--- config.mk ---
export PLATFORM = sky130hd
export DESIGN_NAME = ntt_bram_sched_flat
export DESIGN_NICKNAME = d
export VERILOG_FILES = /design/src/rtl/ntt_pkg.sv /design/src/rtl/ntt_bram_sched_if.sv /design/src/rtl/ntt_addr_gen.sv /design/src/rtl/ntt_bram_sched.sv /design/src/flat_wrapper.sv
export SDC_FILE = /design/constraint.sdc
export NUM_CORES = 1
export LEC_CHECK = 0
export CORE_MARGIN = 2
export CORE_UTILIZATION = 45
export CTS_BUF_LIST = sky130_fd_sc_hd__clkbuf_8
export CTS_CLUSTER_DIAMETER = 200
export DETAILED_ROUTE_END_ITERATION = 7
export GPL_TIMING_DRIVEN = 0
export PLACE_DENSITY = 0.79
export SETUP_SLACK_MARGIN = 0.02
export SYNTH_ARGS = -nofsm -noshare
export SYNTH_HDL_FRONTEND = slang
export SYNTH_SLANG_ARGS = --single-unit
--- constraint.sdc ---
create_clock -name clk_i -period 9.1 [get_ports clk_i]
set_input_delay 2.73 -clock clk_i [delete_from_list [all_inputs] [get_ports clk_i]]
set_output_delay 2.73 -clock clk_i [all_outputs]
set_load 0.1 [all_outputs]
--- src/rtl/ntt_pkg.sv ---
// Shared types and constants for the NTT coefficient-BRAM scheduler.
// The FSM state type is shared so the bench and debug port use one encoding.
package ntt_pkg;

  localparam int DATA_WIDTH_DEF = 12;
  localparam int ADW_DEF        = 5;
  localparam int Q              = 3329;

  typedef enum logic [2:0] {
    S_IDLE,
    S_READ,
    S_CAPT,
    S_ISSUE,
    S_COLLECT,
    S_WRITE,
    S_DONE
  } sched_state_e;

endpackage

--- src/rtl/ntt_bram_sched_if.sv ---
// Dual-port BRAM requester bus plus the butterfly operand/result handshake.
// Handshake: operands transfer on a clock edge where bf_valid_o && bf_ready_i;
// bf_u_o/bf_v_o/bf_zeta_idx_o are held stable while bf_valid_o is high, and
// results are taken on the first edge with res_valid_i high while collecting.
interface ntt_bram_sched_if #(
  parameter int DATA_WIDTH = 12,
  parameter int ADW        = 5
);

  logic                  we_a_o;
  logic [ADW-1:0]        addr_a_o;
  logic [DATA_WIDTH-1:0] din_a_o;
  logic [DATA_WIDTH-1:0] dout_a_i;
  logic                  we_b_o;
  logic [ADW-1:0]        addr_b_o;
  logic [DATA_WIDTH-1:0] din_b_o;
  logic [DATA_WIDTH-1:0] dout_b_i;
  logic                  bf_valid_o;
  logic                  bf_ready_i;
  logic [DATA_WIDTH-1:0] bf_u_o;
  logic [DATA_WIDTH-1:0] bf_v_o;
  logic [ADW-1:0]        bf_zeta_idx_o;
  logic                  res_valid_i;
  logic [DATA_WIDTH-1:0] res_u_i;
  logic [DATA_WIDTH-1:0] res_v_i;

  modport master (
    output we_a_o, addr_a_o, din_a_o, we_b_o, addr_b_o, din_b_o,
    output bf_valid_o, bf_u_o, bf_v_o, bf_zeta_idx_o,
    input  dout_a_i, dout_b_i, bf_ready_i, res_valid_i, res_u_i, res_v_i
  );

  modport slave (
    input  we_a_o, addr_a_o, din_a_o, we_b_o, addr_b_o, din_b_o,
    input  bf_valid_o, bf_u_o, bf_v_o, bf_zeta_idx_o,
    output dout_a_i, dout_b_i, bf_ready_i, res_valid_i, res_u_i, res_v_i
  );

endinterface

--- src/rtl/ntt_addr_gen.sv ---
// Stage/butterfly counters for an in-place radix-2 Cooley-Tukey pass, with the
// derived pair addresses, twiddle index and last-butterfly flag.
module ntt_addr_gen
  import ntt_pkg::*;
#(
  parameter int ADW = ADW_DEF
) (
  input  logic           clk_i,
  input  logic           rst_i,
  input  logic           clear_i,
  input  logic           advance_i,
  output logic [ADW-1:0] addr_a_o,
  output logic [ADW-1:0] addr_b_o,
  output logic [ADW-1:0] zeta_idx_o,
  output logic           last_o
);

  localparam int SW = $clog2(ADW + 1);
  localparam int KW = ADW - 1;
  localparam logic [ADW-1:0] ONE = ADW'(1);

  logic [SW-1:0] s_q;
  logic [KW-1:0] k_q;
  logic [SW-1:0] lg;
  logic [SW-1:0] lg2;
  logic [ADW-1:0] len;
  logic [ADW-1:0] grp;
  logic [ADW-1:0] off;

  always_ff @(posedge clk_i or posedge rst_i) begin
    if (rst_i) begin
      s_q <= '0;
      k_q <= '0;
    end else if (clear_i) begin
      s_q <= '0;
      k_q <= '0;
    end else if (advance_i) begin
      k_q <= k_q + KW'(1);
      if (&k_q) begin
        s_q <= (s_q == SW'(ADW - 1)) ? '0 : s_q + SW'(1);
      end
    end
  end

  // lg = log2(len); the group stride 2*len is 1 << (lg + 1).
  always_comb begin
    lg         = SW'(ADW - 1) - s_q;
    lg2        = SW'(ADW) - s_q;
    len        = ONE << lg;
    grp        = {1'b0, k_q} >> lg;
    off        = {1'b0, k_q} & (len - ONE);
    addr_a_o   = (grp << lg2) + off;
    addr_b_o   = addr_a_o + len;
    zeta_idx_o = (ONE << s_q) + grp;
    last_o     = (s_q == SW'(ADW - 1)) && (&k_q);
  end

endmodule

--- src/rtl/ntt_bram_sched.sv ---
// Drives both ports of the coefficient BRAM through one full in-place NTT pass,
// exchanging each coefficient pair with an external butterfly unit.
module ntt_bram_sched
  import ntt_pkg::*;
#(
  parameter int DATA_WIDTH = DATA_WIDTH_DEF,
  parameter int ADW        = ADW_DEF
) (
  input  logic              clk_i,
  input  logic              rst_i,
  input  logic              start_i,
  output logic              busy_o,
  output logic              done_o,
  output sched_state_e      state_o,
  ntt_bram_sched_if.master  bus
);

  sched_state_e   state_q;
  logic           last_q;
  logic           gen_clear;
  logic           gen_advance;
  logic [ADW-1:0] gen_addr_a;
  logic [ADW-1:0] gen_addr_b;
  logic [ADW-1:0] gen_zeta;
  logic           gen_last;

  // Counters step when results are taken, so during WRITE the generator
  // already presents the next pair for the following READ.
  assign gen_clear   = (state_q == S_IDLE) && start_i;
  assign gen_advance = (state_q == S_COLLECT) && bus.res_valid_i;
  assign state_o     = state_q;

  ntt_addr_gen #(.ADW(ADW)) u_addr_gen (
    .clk_i      (clk_i),
    .rst_i      (rst_i),
    .clear_i    (gen_clear),
    .advance_i  (gen_advance),
    .addr_a_o   (gen_addr_a),
    .addr_b_o   (gen_addr_b),
    .zeta_idx_o (gen_zeta),
    .last_o     (gen_last)
  );

  always_ff @(posedge clk_i or posedge rst_i) begin
    if (rst_i) begin
      state_q           <= S_IDLE;
      last_q            <= 1'b0;
      busy_o            <= 1'b0;
      done_o            <= 1'b0;
      bus.we_a_o        <= 1'b0;
      bus.we_b_o        <= 1'b0;
      bus.addr_a_o      <= '0;
      bus.addr_b_o      <= '0;
      bus.din_a_o       <= '0;
      bus.din_b_o       <= '0;
      bus.bf_valid_o    <= 1'b0;
      bus.bf_u_o        <= '0;
      bus.bf_v_o        <= '0;
      bus.bf_zeta_idx_o <= '0;
    end else begin
      done_o     <= 1'b0;
      bus.we_a_o <= 1'b0;
      bus.we_b_o <= 1'b0;
      case (state_q)
        S_IDLE: begin
          if (start_i) begin
            busy_o            <= 1'b1;
            bus.addr_a_o      <= gen_addr_a;
            bus.addr_b_o      <= gen_addr_b;
            bus.bf_zeta_idx_o <= gen_zeta;
            state_q           <= S_READ;
          end
        end
        S_READ: state_q <= S_CAPT;
        S_CAPT: begin
          bus.bf_u_o     <= bus.dout_a_i;
          bus.bf_v_o     <= bus.dout_b_i;
          bus.bf_valid_o <= 1'b1;
          state_q        <= S_ISSUE;
        end
        S_ISSUE: begin
          if (bus.bf_ready_i) begin
            bus.bf_valid_o <= 1'b0;
            state_q        <= S_COLLECT;
          end
        end
        S_COLLECT: begin
          if (bus.res_valid_i) begin
            bus.din_a_o <= bus.res_u_i;
            bus.din_b_o <= bus.res_v_i;
            bus.we_a_o  <= 1'b1;
            bus.we_b_o  <= 1'b1;
            last_q      <= gen_last;
            state_q     <= S_WRITE;
          end
        end
        S_WRITE: begin
          if (last_q) begin
            done_o  <= 1'b1;
            state_q <= S_DONE;
          end else begin
            bus.addr_a_o      <= gen_addr_a;
            bus.addr_b_o      <= gen_addr_b;
            bus.bf_zeta_idx_o <= gen_zeta;
            state_q           <= S_READ;
          end
        end
        S_DONE: begin
          busy_o  <= 1'b0;
          state_q <= S_IDLE;
        end
        default: state_q <= S_IDLE;
      endcase
    end
  end

endmodule

--- src/flat_wrapper.sv ---
// flat-port wrapper written by rule: the top's interface ports become plain ports
module ntt_bram_sched_flat import ntt_pkg::*;
#(
  parameter int DATA_WIDTH = DATA_WIDTH_DEF,
  parameter int ADW        = ADW_DEF
)
  (clk_i, rst_i, start_i, busy_o, done_o, state_o, bus_we_a_o, bus_addr_a_o, bus_din_a_o, bus_we_b_o, bus_addr_b_o, bus_din_b_o, bus_bf_valid_o, bus_bf_u_o, bus_bf_v_o, bus_bf_zeta_idx_o, bus_dout_a_i, bus_dout_b_i, bus_bf_ready_i, bus_res_valid_i, bus_res_u_i, bus_res_v_i);
  ntt_bram_sched_if #(.DATA_WIDTH(DATA_WIDTH), .ADW(ADW)) bus_i ();
  input  logic clk_i;
  input  logic rst_i;
  input  logic start_i;
  output logic busy_o;
  output logic done_o;
  output sched_state_e state_o;
  output wire logic [$bits(bus_i.we_a_o)-1:0] bus_we_a_o;
  output wire logic [$bits(bus_i.addr_a_o)-1:0] bus_addr_a_o;
  output wire logic [$bits(bus_i.din_a_o)-1:0] bus_din_a_o;
  output wire logic [$bits(bus_i.we_b_o)-1:0] bus_we_b_o;
  output wire logic [$bits(bus_i.addr_b_o)-1:0] bus_addr_b_o;
  output wire logic [$bits(bus_i.din_b_o)-1:0] bus_din_b_o;
  output wire logic [$bits(bus_i.bf_valid_o)-1:0] bus_bf_valid_o;
  output wire logic [$bits(bus_i.bf_u_o)-1:0] bus_bf_u_o;
  output wire logic [$bits(bus_i.bf_v_o)-1:0] bus_bf_v_o;
  output wire logic [$bits(bus_i.bf_zeta_idx_o)-1:0] bus_bf_zeta_idx_o;
  input wire logic [$bits(bus_i.dout_a_i)-1:0] bus_dout_a_i;
  input wire logic [$bits(bus_i.dout_b_i)-1:0] bus_dout_b_i;
  input wire logic [$bits(bus_i.bf_ready_i)-1:0] bus_bf_ready_i;
  input wire logic [$bits(bus_i.res_valid_i)-1:0] bus_res_valid_i;
  input wire logic [$bits(bus_i.res_u_i)-1:0] bus_res_u_i;
  input wire logic [$bits(bus_i.res_v_i)-1:0] bus_res_v_i;
  assign bus_we_a_o = bus_i.we_a_o;
  assign bus_addr_a_o = bus_i.addr_a_o;
  assign bus_din_a_o = bus_i.din_a_o;
  assign bus_we_b_o = bus_i.we_b_o;
  assign bus_addr_b_o = bus_i.addr_b_o;
  assign bus_din_b_o = bus_i.din_b_o;
  assign bus_bf_valid_o = bus_i.bf_valid_o;
  assign bus_bf_u_o = bus_i.bf_u_o;
  assign bus_bf_v_o = bus_i.bf_v_o;
  assign bus_bf_zeta_idx_o = bus_i.bf_zeta_idx_o;
  assign bus_i.dout_a_i = bus_dout_a_i;
  assign bus_i.dout_b_i = bus_dout_b_i;
  assign bus_i.bf_ready_i = bus_bf_ready_i;
  assign bus_i.res_valid_i = bus_res_valid_i;
  assign bus_i.res_u_i = bus_res_u_i;
  assign bus_i.res_v_i = bus_res_v_i;
  ntt_bram_sched #(.DATA_WIDTH(DATA_WIDTH), .ADW(ADW)) u_core (.clk_i(clk_i), .rst_i(rst_i), .start_i(start_i), .busy_o(busy_o), .done_o(done_o), .state_o(state_o), .bus(bus_i));
endmodule
* Word level (Yosys, flattened, before mapping)
Index checks and enable logic that the tools add are counted.
Word-level totals: bits in registers 78, bits of input ports 53, output and inout bits 71, word-level logic and storage cells 83
Cells by class: add/sub/neg operators 8, equality and inequality tests 11, shifts and indexed selects 4, muxes and demuxes 28, bitwise gates (word level) 1, reduce and logical (&&, ||, !) cells 16
Operator list (number):
- two-way mux 5 bit | 6
- case mux 5 bit (2 select lines) | 3
- two-way mux 3 bit | 8
- case mux 3 bit (6 select lines) | 1
- adder 5 bit | 3
- equality test 3 bit (second input constant) | 4
- nonzero test 2 bit | 5
- left shift 1 x 3 -> 5 bit (first input constant) | 2
- two-way mux 4 bit | 2
- inequality test 2 bit (second input constant) | 4
- AND reduction 2 bit | 4
- equality test 3 x 2 -> 1 bit (second input constant) | 2
- two-way mux 1 bit | 6
- AND reduction 3 bit | 2
- subtractor 3 bit (first input constant) | 2
- bitwise AND 4 x 5 -> 5 bit | 1
- left shift 5 x 3 -> 5 bit | 1
- >> shifter 4 x 3 -> 5 bit | 1
- subtractor 5 x 1 -> 5 bit (second input constant) | 1
- adder 4 x 1 -> 4 bit (second input constant) | 1
- case mux 1 bit (2 select lines) | 2
- AND reduction 4 bit | 1
- adder 3 x 1 -> 3 bit (second input constant) | 1
- equality test 3 x 1 -> 1 bit (second input constant) | 1
- 2 further kinds | 4

* Longest topological paths before layout
Gate-level depths: netlist of run 1.
depth after elaboration 8, gate-level depth with buffers 18, gate-level depth less buffers 16

* Cells and area by module
A second synthesis of run 1 with hierarchy kept.
Unflattened totals: cells, all modules 309, area, all modules 4012.6 um2
Modules (own cells, without submodules):
- ntt_bram_sched | times used 1, cells an instance 169, area an instance 2805.2 um2
- ntt_addr_gen | times used 1, cells an instance 140, area an instance 1207.4 um2

* Least setup slack after synthesis of run 1
Ideal clock, no wire load.
path kind flip-flop to flip-flop, from register u_core.u_addr_gen.s_q[0], to register u_core.bus.addr_b_o[4], setup time 0.126 ns, data arrival time 4.162 ns, data required time 8.974 ns, setup slack 4.812 ns, stages on the path, launching flop included 19, path buffers 2, clock period less this slack 4.288 ns, cell sequence dfrtp_1 > clkbuf_1 > inv_1 > ha_1 > ha_1 > clkbuf_1 > and2_1 > inv_1 > ha_1 > nor2b_1 > ha_1 > a21o_1 > a21oi_1 > xnor2_1 > ha_1 > o21a_1 > or3_1 > and3_1 > a221o_1
Between the ends: longest elaborated chain between the ends 8, elaborated cells on any way between the ends 12, those cells by class add/sub: 5; shift: 3; mux: 3; bitwise: 1
Ends and longest elaborated chain:
- start: declaration | line ntt_addr_gen.sv:22 | logic [SW-1:0] s_q;
- start signal: assignment | line ntt_addr_gen.sv:40 | s_q <= (s_q == SW'(ADW - 1)) ? '0 : s_q + SW'(1);
- subtractor 3 bit | line ntt_addr_gen.sv:47 | lg = SW'(ADW - 1) - s_q;
- left shift 1 x 3 -> 5 bit | line ntt_addr_gen.sv:49 | len = ONE << lg;
- subtractor 5 x 1 -> 5 bit | line ntt_addr_gen.sv:51 | off = {1'b0, k_q} & (len - ONE);
- bitwise AND 4 x 5 -> 5 bit | line ntt_addr_gen.sv:51
- adder 5 bit (*) | line ntt_addr_gen.sv:52 | addr_a_o = (grp << lg2) + off;
- via u_core.gen_addr_a[3] | line ntt_bram_sched.sv:22 | logic [ADW-1:0] gen_addr_a;
- adder 5 bit (*) | line ntt_addr_gen.sv:53 | addr_b_o = addr_a_o + len;
- two-way mux 5 bit (on tied branches) | line ntt_bram_sched.sv:98, ntt_bram_sched.sv:66
- case mux 5 bit (2 select lines) (*) | line ntt_bram_sched.sv:64 | case (state_q)
- end signal: assignment | line ntt_bram_sched.sv:69 | bus.addr_b_o <= gen_addr_b;
- end signal: assignment | line ntt_bram_sched.sv:103 | bus.addr_b_o <= gen_addr_b;
- end: declaration | line ntt_bram_sched_if.sv:28 | output we_a_o, addr_a_o, din_a_o, we_b_o, addr_b_o, din_b_o,
Mark *: on every way through the listed nets, which the timed path passes. The rest lies on a longest branch. The select of a mux whose other input is x is not followed. A chain may end at the register's enable or synchronous reset.

* Worst setup path in the final report of run 1
Same ends and word-level chain as after synthesis.

==> impl_metrics.yaml, run 1 <==
sta:
  setup_viol: 0
  post-route-min-period_ps: 4890
  timing_max_transition_violations_final: 0
  fin_crit_sh_pct: 53.7
  totalNegativeSetupSlack_ps: 0
  final_ws_setup_ps: 4210
  timing.max_slew.rel_slack_pct: 32.3
  rsz0062_at_grt: "no"
  holdWs_ps: 474
  finalHoldViolCount: 0
  achievable-frequency_ghz: 0.204
  fin_skew_ps: 8.86
  worstMarginPinSlew_ps: 1010
grt:
  grt_antenna_before_repair: 0
  groute.usage.overall_pct: 19.3
  grt_start_max_net_pins: 64
  grt_pass1_vias: 3287
  grt-ovfl-total: 0
  grt_first_pass_wirelength_um: 15100
place:
  place.port_buffers: 123
  postPlaceCellArea_um2: 5330
  placer_s_final_routability_congestion_estimate: 0.884
  place_hpwl_um: 6710
  place_ws_ps: 4250
floorplanning:
  die_width_um: 97.5
  floorplan.initialDensity_pct: 45.8
  area_of_the_die_um2: 9510
  die_h_um: 97.5
  ios: 124
  rows: 34
  placeable_area_um2: 8590
logic_synthesis:
  share_of_synthesized_area_occupied_by_flip_flops_and_latches_pct: 49.6
  yosys.cell_count.top_type: "sky130_fd_sc_hd__nand2_1"
  post-synth-top-area-cell: "sky130_fd_sc_hd__dfrtp_1"
  postSynthCellCount: 388
  synth_cell_type_count: 49
  asyncSetResetFlopFracSynth_pct: 100
  synth.cell_area_um2: 3940
  synth_largest_type_area_fraction_pct: 49.6
  leading_cell_types_by_count_after_synthesis: "sky130_fd_sc_hd__nand2_1, sky130_fd_sc_hd__dfrtp_1, sky130_fd_sc_hd__mux2_2"
  synth_warnings: 0
  post_synth.cell_area_avg_um2: 10.1
  synth_edf_count: 0
  ys.flop_type: "sky130_fd_sc_hd__dfrtp_1"
  post_synth_main_area_contributors: "sky130_fd_sc_hd__dfrtp_1, sky130_fd_sc_hd__nand2_1, sky130_fd_sc_hd__ha_1, sky130_fd_sc_hd__mux2_2, sky130_fd_sc_hd__nor2b_1"
  ff_latch_count_synth: 78
  postSynthNetCount: 468
layout:
  multi_input_area_um2: 1850
  final_cell_area_um2: 5520
  fin_nets: 603
  regArea_um2: 1950
  fillCellCount: 709
  layout-area-overhead-vs-synth_pct: 40.2
  antenna-diode-count: 0
  proportion_of_layout_cells_with_a_drive_suffix_above_1_pct: 11.0
job:
  timing.max_cap.violations: 0
clock_network:
  post-cts-setup-buffers: 0
  ctsLongestPathBuffers: 2
  clkSinkCount: 78
  cts.root.buffer_cell: "sky130_fd_sc_hd__clkbuf_8"
  clock_latency_ps: 350
  cts.repair.resized: 0
  worst_setup_hold_path_clk_slew_ps: 80
  cts_hold_repair.buffers: 0
  cts-htree-levels: 3
  cts_tree: "yes"
  clock_buffers_created_by_tritoncts: 9
min_path:
  hold_class: "flip-flop to flip-flop"
route:
  drt_iter0_drc: 114
  route.final.wire_length_um: 8900
  routed-via-count: 3148
  ant_nets: 0
  count_of_unresolved_drc_violations_after_routing: 0
  routedWlPerCell_um: 14.0
  first_pass_iters: 4
  post_drt_via_cell_ratio: 4.97
setup_path:
  worstPathArrival_ps: 5120
  timing_worst_setup_path_type: "flip-flop to flip-flop"
  crit_path_start_kind: "flip-flop"
  crit_path_end_kind: "flip-flop"
  worstPathMaxFanout: 10
  required_ps: 9330
status:
  run_status: "completed"
==> worst max-delay path, cell delays in order (launching register included) <==
cell and delay [ps]:
sky130_fd_sc_hd__dfrtp_1 460, sky130_fd_sc_hd__clkbuf_1 400, sky130_fd_sc_hd__inv_1 200, sky130_fd_sc_hd__ha_1 280
sky130_fd_sc_hd__ha_1 300, sky130_fd_sc_hd__clkbuf_1 280, sky130_fd_sc_hd__and2_1 230, sky130_fd_sc_hd__inv_1 90
sky130_fd_sc_hd__ha_1 300, sky130_fd_sc_hd__nor2b_1 220, sky130_fd_sc_hd__ha_1 270, sky130_fd_sc_hd__a21o_1 170
sky130_fd_sc_hd__a21oi_1 160, sky130_fd_sc_hd__xnor2_1 160, sky130_fd_sc_hd__ha_1 290, sky130_fd_sc_hd__o21a_1 120
sky130_fd_sc_hd__or3_1 340, sky130_fd_sc_hd__and3_1 200, sky130_fd_sc_hd__a221o_1 310
==> layer usage <==
layer	track usage, %	vias up	wire length [µm]
li1	-	1557	-
met1	24.2	1491	3860
met2	30.9	90	4140
met3	8.06	10	787
met4	4.91	0	108
met5	0	-	0
==> kinds of logic after synthesis <==
| family | after synthesis | synth area share, % |
|---|---|---|
| XOR/XNOR | 13 | 2.89 |
| multiplexers | 27 | 7.69 |
| adder cells (fa/ha/maj) | 27 | 9.15 |
| flip-flops | 78 | 49.6 |
| AND/OR/NAND/NOR | 166 | 19.5 |
| AO/OA/AOI/OAI | 48 | 7.79 |
| buffers and inverters | 29 | 3.43 |
==> cells in the final DEF, fill, tap and decap left out, drive strengths merged, types with 6 or more instances in the layout <==
cell,synthesis,layout
clkdlybuf4s50,0,123
nand2,117,117
dfrtp,78,78
mux2,26,26
ha,24,24
clkbuf,7,17
a21oi,13,13
o21ai,13,13
inv,11,12
buf,11,12
nor2b,11,11
nor2,8,8
a21o,7,7
xnor2,7,7
xor2,6,6
==> sequential cells by signal, indices dropped and copies added (netlist names) <==
name,flops
u_core.busy_o,1
u_core.last_q,1
u_core.state_o,3
u_core.done_o,1
u_core.bus.bf_u_o,12
u_core.bus.bf_v_o,12
u_core.bus.addr_b_o,5
u_core.bus.din_a_o,12
u_core.bus.addr_a_o,5
u_core.bus.bf_zeta_idx_o,5
u_core.u_addr_gen.s_q,3
u_core.bus.bf_valid_o,1
u_core.bus.we_a_o,1
u_core.u_addr_gen.k_q,4
u_core.bus.din_b_o,12
==> final timing paths <==
path | endpoint | startpoint | depth (start not counted) | slack, ps
setup / recovery | u_core.bus.addr_b_o[4] | u_core.u_addr_gen.s_q[0] | 18 | 4210
hold / removal | u_core.bus.din_a_o[7] | u_core.bus.din_a_o[7] | 2 | 470
setup reg to reg | u_core.bus.addr_b_o[4] | u_core.u_addr_gen.s_q[0] | 18 | 4210
hold reg to reg | u_core.bus.din_a_o[7] | u_core.bus.din_a_o[7] | 2 | 470
max in group asynchronous | u_core.bus.din_a_o[7] | rst_i | 3 | 5870
min in group asynchronous | u_core.bus.bf_u_o[5] | rst_i | 2 | 2670
==> through the flow <==
| step | util [%] | cells |
|---|---|---|
| 2_1_floorplan | - | 388 |
| 3_3_place_gp | 61.7 | 619 |
| 3_5_place_dp | 62.1 | 620 |
| 4_1_cts | 64.3 | 634 |
| 5_1_grt | 64.3 | 634 |
| 6_report | 64.3 | 634 |
==> area by class of cell <==
type / instances / share of cell area, %
flip-flops and latches: 78 / 35.4
clock inverters: 4 / 0.906
inverters: 11 / 0.793
plain buffers: 18 / 1.70
repair buffers: 124 / 22.8
multi-input cells: 281 / 33.5
well taps: 108 / 2.45
clock buffers: 10 / 2.49
Power of run 1 is left out: the tool's default activity adds up to more than one toggle a clock period on the data nets, which glitch-free logic cannot reach.
==> run 2: changes to the inputs <==
- clock period: 9.1 -> 4.85 ns (I/O delays scaled with it)
==> run 2 against run 1 <==
  * Final cell count decreased by 0.16%
  * Non-clock buffer count decreased by 1
  * Critical path depth decreased by 1
  * Sequential share of layout area unchanged
  * Register-to-register slack got worse by 3900 ps
  * Maximum frequency increased by 8.8%
  * Die area unchanged
  * Cell area unchanged
  * Wire length about the same
  * First-iteration DRC count increased by 32%
  * Sequential cell count unchanged
  * Setup slack got worse by 3900 ps
  * Highest routed layer unchanged
==> impl_metrics.yaml, run 2 (synthesis results as in run 1) <==
clock_network:
  clock_buffers_created_by_tritoncts: 9
  cts_tree: "yes"
  worst_setup_hold_path_clk_slew_ps: 80
  cts.repair.resized: 1
  clock_latency_ps: 350
  post-cts-setup-buffers: 0
  ctsLongestPathBuffers: 2
  cts_hold_repair.buffers: 0
  cts.root.buffer_cell: "sky130_fd_sc_hd__clkbuf_8"
  clkSinkCount: 78
  cts-htree-levels: 3
setup_path:
  crit_path_start_kind: "flip-flop"
  required_ps: 5080
  worstPathArrival_ps: 4730
  worstPathMaxFanout: 11
  most_frequent_cell_on_the_critical_path: "sky130_fd_sc_hd__ha_1"
  timing_worst_setup_path_type: "flip-flop to flip-flop"
  critical-path-slowest-cell: "sky130_fd_sc_hd__dfrtp_1"
  critical_path.cell_chain: "clkbuf_2 -> inv_1 -> ha_1 -> ha_2 -> and2_1 -> inv_1 -> ha_1 -> nor2b_1 -> ha_1 -> a21o_1 -> a21oi_1 -> xnor2_1 -> ha_1 -> o21a_1 -> or3_1 -> and3_1 -> a221o_1"
  worstPathBufferInverterCount: 3
  largest_delay_share_family_worst_path: "adder cells"
  crit_path_end_kind: "flip-flop"
  timing.critical_path.slowest_cell_delay_ps: 450
layout:
  fin_nets: 602
  mostFrequentLayoutCells: "sky130_fd_sc_hd__clkdlybuf4s50_1, sky130_fd_sc_hd__nand2_1, sky130_fd_sc_hd__dfrtp_1"
  fillCellCount: 710
  final_core_area_utilization_pct: 64.3
  antenna-diode-count: 0
  proportion_of_layout_cells_with_a_drive_suffix_above_1_pct: 11.4
  layout-area-overhead-vs-synth_pct: 40.2
  mostFrequentLayoutCell: "sky130_fd_sc_hd__clkdlybuf4s50_1"
floorplanning:
  area_of_the_die_um2: 9510
  die_h_um: 97.5
  placeable_area_um2: 8590
  floorplan.initialDensity_pct: 45.8
  ios: 124
  rows: 34
  die_width_um: 97.5
sta:
  rsz0062_at_grt: "no"
  totalNegativeSetupSlack_ps: 0
  fin_skew_ps: 7.23
  finalHoldViolCount: 0
  worstMarginPinSlew_ps: 1010
  fin_crit_sh_pct: 92.7
  timing.max_slew.rel_slack_pct: 32.3
  setup_viol: 0
  timing_max_transition_violations_final: 0
  achievable-frequency_ghz: 0.222
  post-route-min-period_ps: 4500
min_path:
  hold_class: "flip-flop to flip-flop"
route:
  routed-via-count: 3156
  post_drt_via_cell_ratio: 4.99
  count_of_unresolved_drc_violations_after_routing: 0
  first_pass_iters: 4
  drt_iter0_drc: 151
  route.final.wire_length_um: 8900
  routedWlPerCell_um: 14.1
  ant_nets: 0
status:
  run_status: "completed"
grt:
  grt_pass1_vias: 3285
  groute.usage.overall_pct: 19.3
  grt-ovfl-total: 0
  grt_antenna_before_repair: 0
  grt_start_max_net_pins: 64
  grt_first_pass_wirelength_um: 15000
job:
  timing.max_cap.violations: 0
place:
  place_hpwl_um: 6710
  placer_s_final_routability_congestion_estimate: 0.884
  place.port_buffers: 123
[run 2: cell types whose count changed in the layout (fill, tap and decap cells not counted), sizes merged]
cell / previous run / this run
clkbuf: 17 / 16
[run 2: layout make-up]
class | instances | area (µm²) | share of cell area [%]
Timing Repair Buffer | 124 | 1260 | 22.8
Clock inverter | 4 | 50.0 | 0.906
Sequential cell | 78 | 1950 | 35.4
Tap cell | 108 | 135 | 2.45
Multi-Input combinational cell | 281 | 1850 | 33.6
Buffer | 17 | 91.3 | 1.65
Clock buffer | 10 | 138 | 2.49
Inverter | 11 | 43.8 | 0.793
[run 2: path summary, 6_finish.rpt]
check	start	endpoint	slack, ps	cells after the start
max in group asynchronous	rst_i	u_core.bus.din_a_o[7]	2900	3
min in group asynchronous	rst_i	u_core.bus.bf_u_o[5]	1390	2
worst min-delay path	u_core.bus.din_a_o[7]	u_core.bus.din_a_o[7]	470	2
worst max register to register	u_core.u_addr_gen.s_q[0]	u_core.bus.addr_b_o[4]	350	17
worst max-delay path	u_core.u_addr_gen.s_q[0]	u_core.bus.addr_b_o[4]	350	17
worst min register to register	u_core.bus.din_a_o[7]	u_core.bus.din_a_o[7]	470	2
[run 2: per-layer routing]
metal	wire length [µm]	global-route usage, %	vias to the layer above
met4	108	4.91	0
li1	-	-	1556
met5	0	0	-
met1	3840	24.2	1494
met3	794	8.06	10
met2	4150	30.9	96
[run 2: worst min-delay path, delay by kind of cell (launching register included)]
family / cells / cell delay, ps
flip-flops: 1 / 340
AND/OR/NAND/NOR: 2 / 100
[run 2: metrics by stage]
step / std cells / cell area [µm²] / hold WS [ps] / setup slack, ps
finish: 633 / 5520 / 474 / 355
global route: 633 / 5520 / 496 / 63.2
CTS: 634 / 5520 / 480 / 176
detailed placement: 620 / 5330 / 462 / 4.47
global placement: 619 / 5300 / 458 / 77.5
floorplan: 388 / 3940 / 494 / 562
Power of run 2 is left out for the same reason.
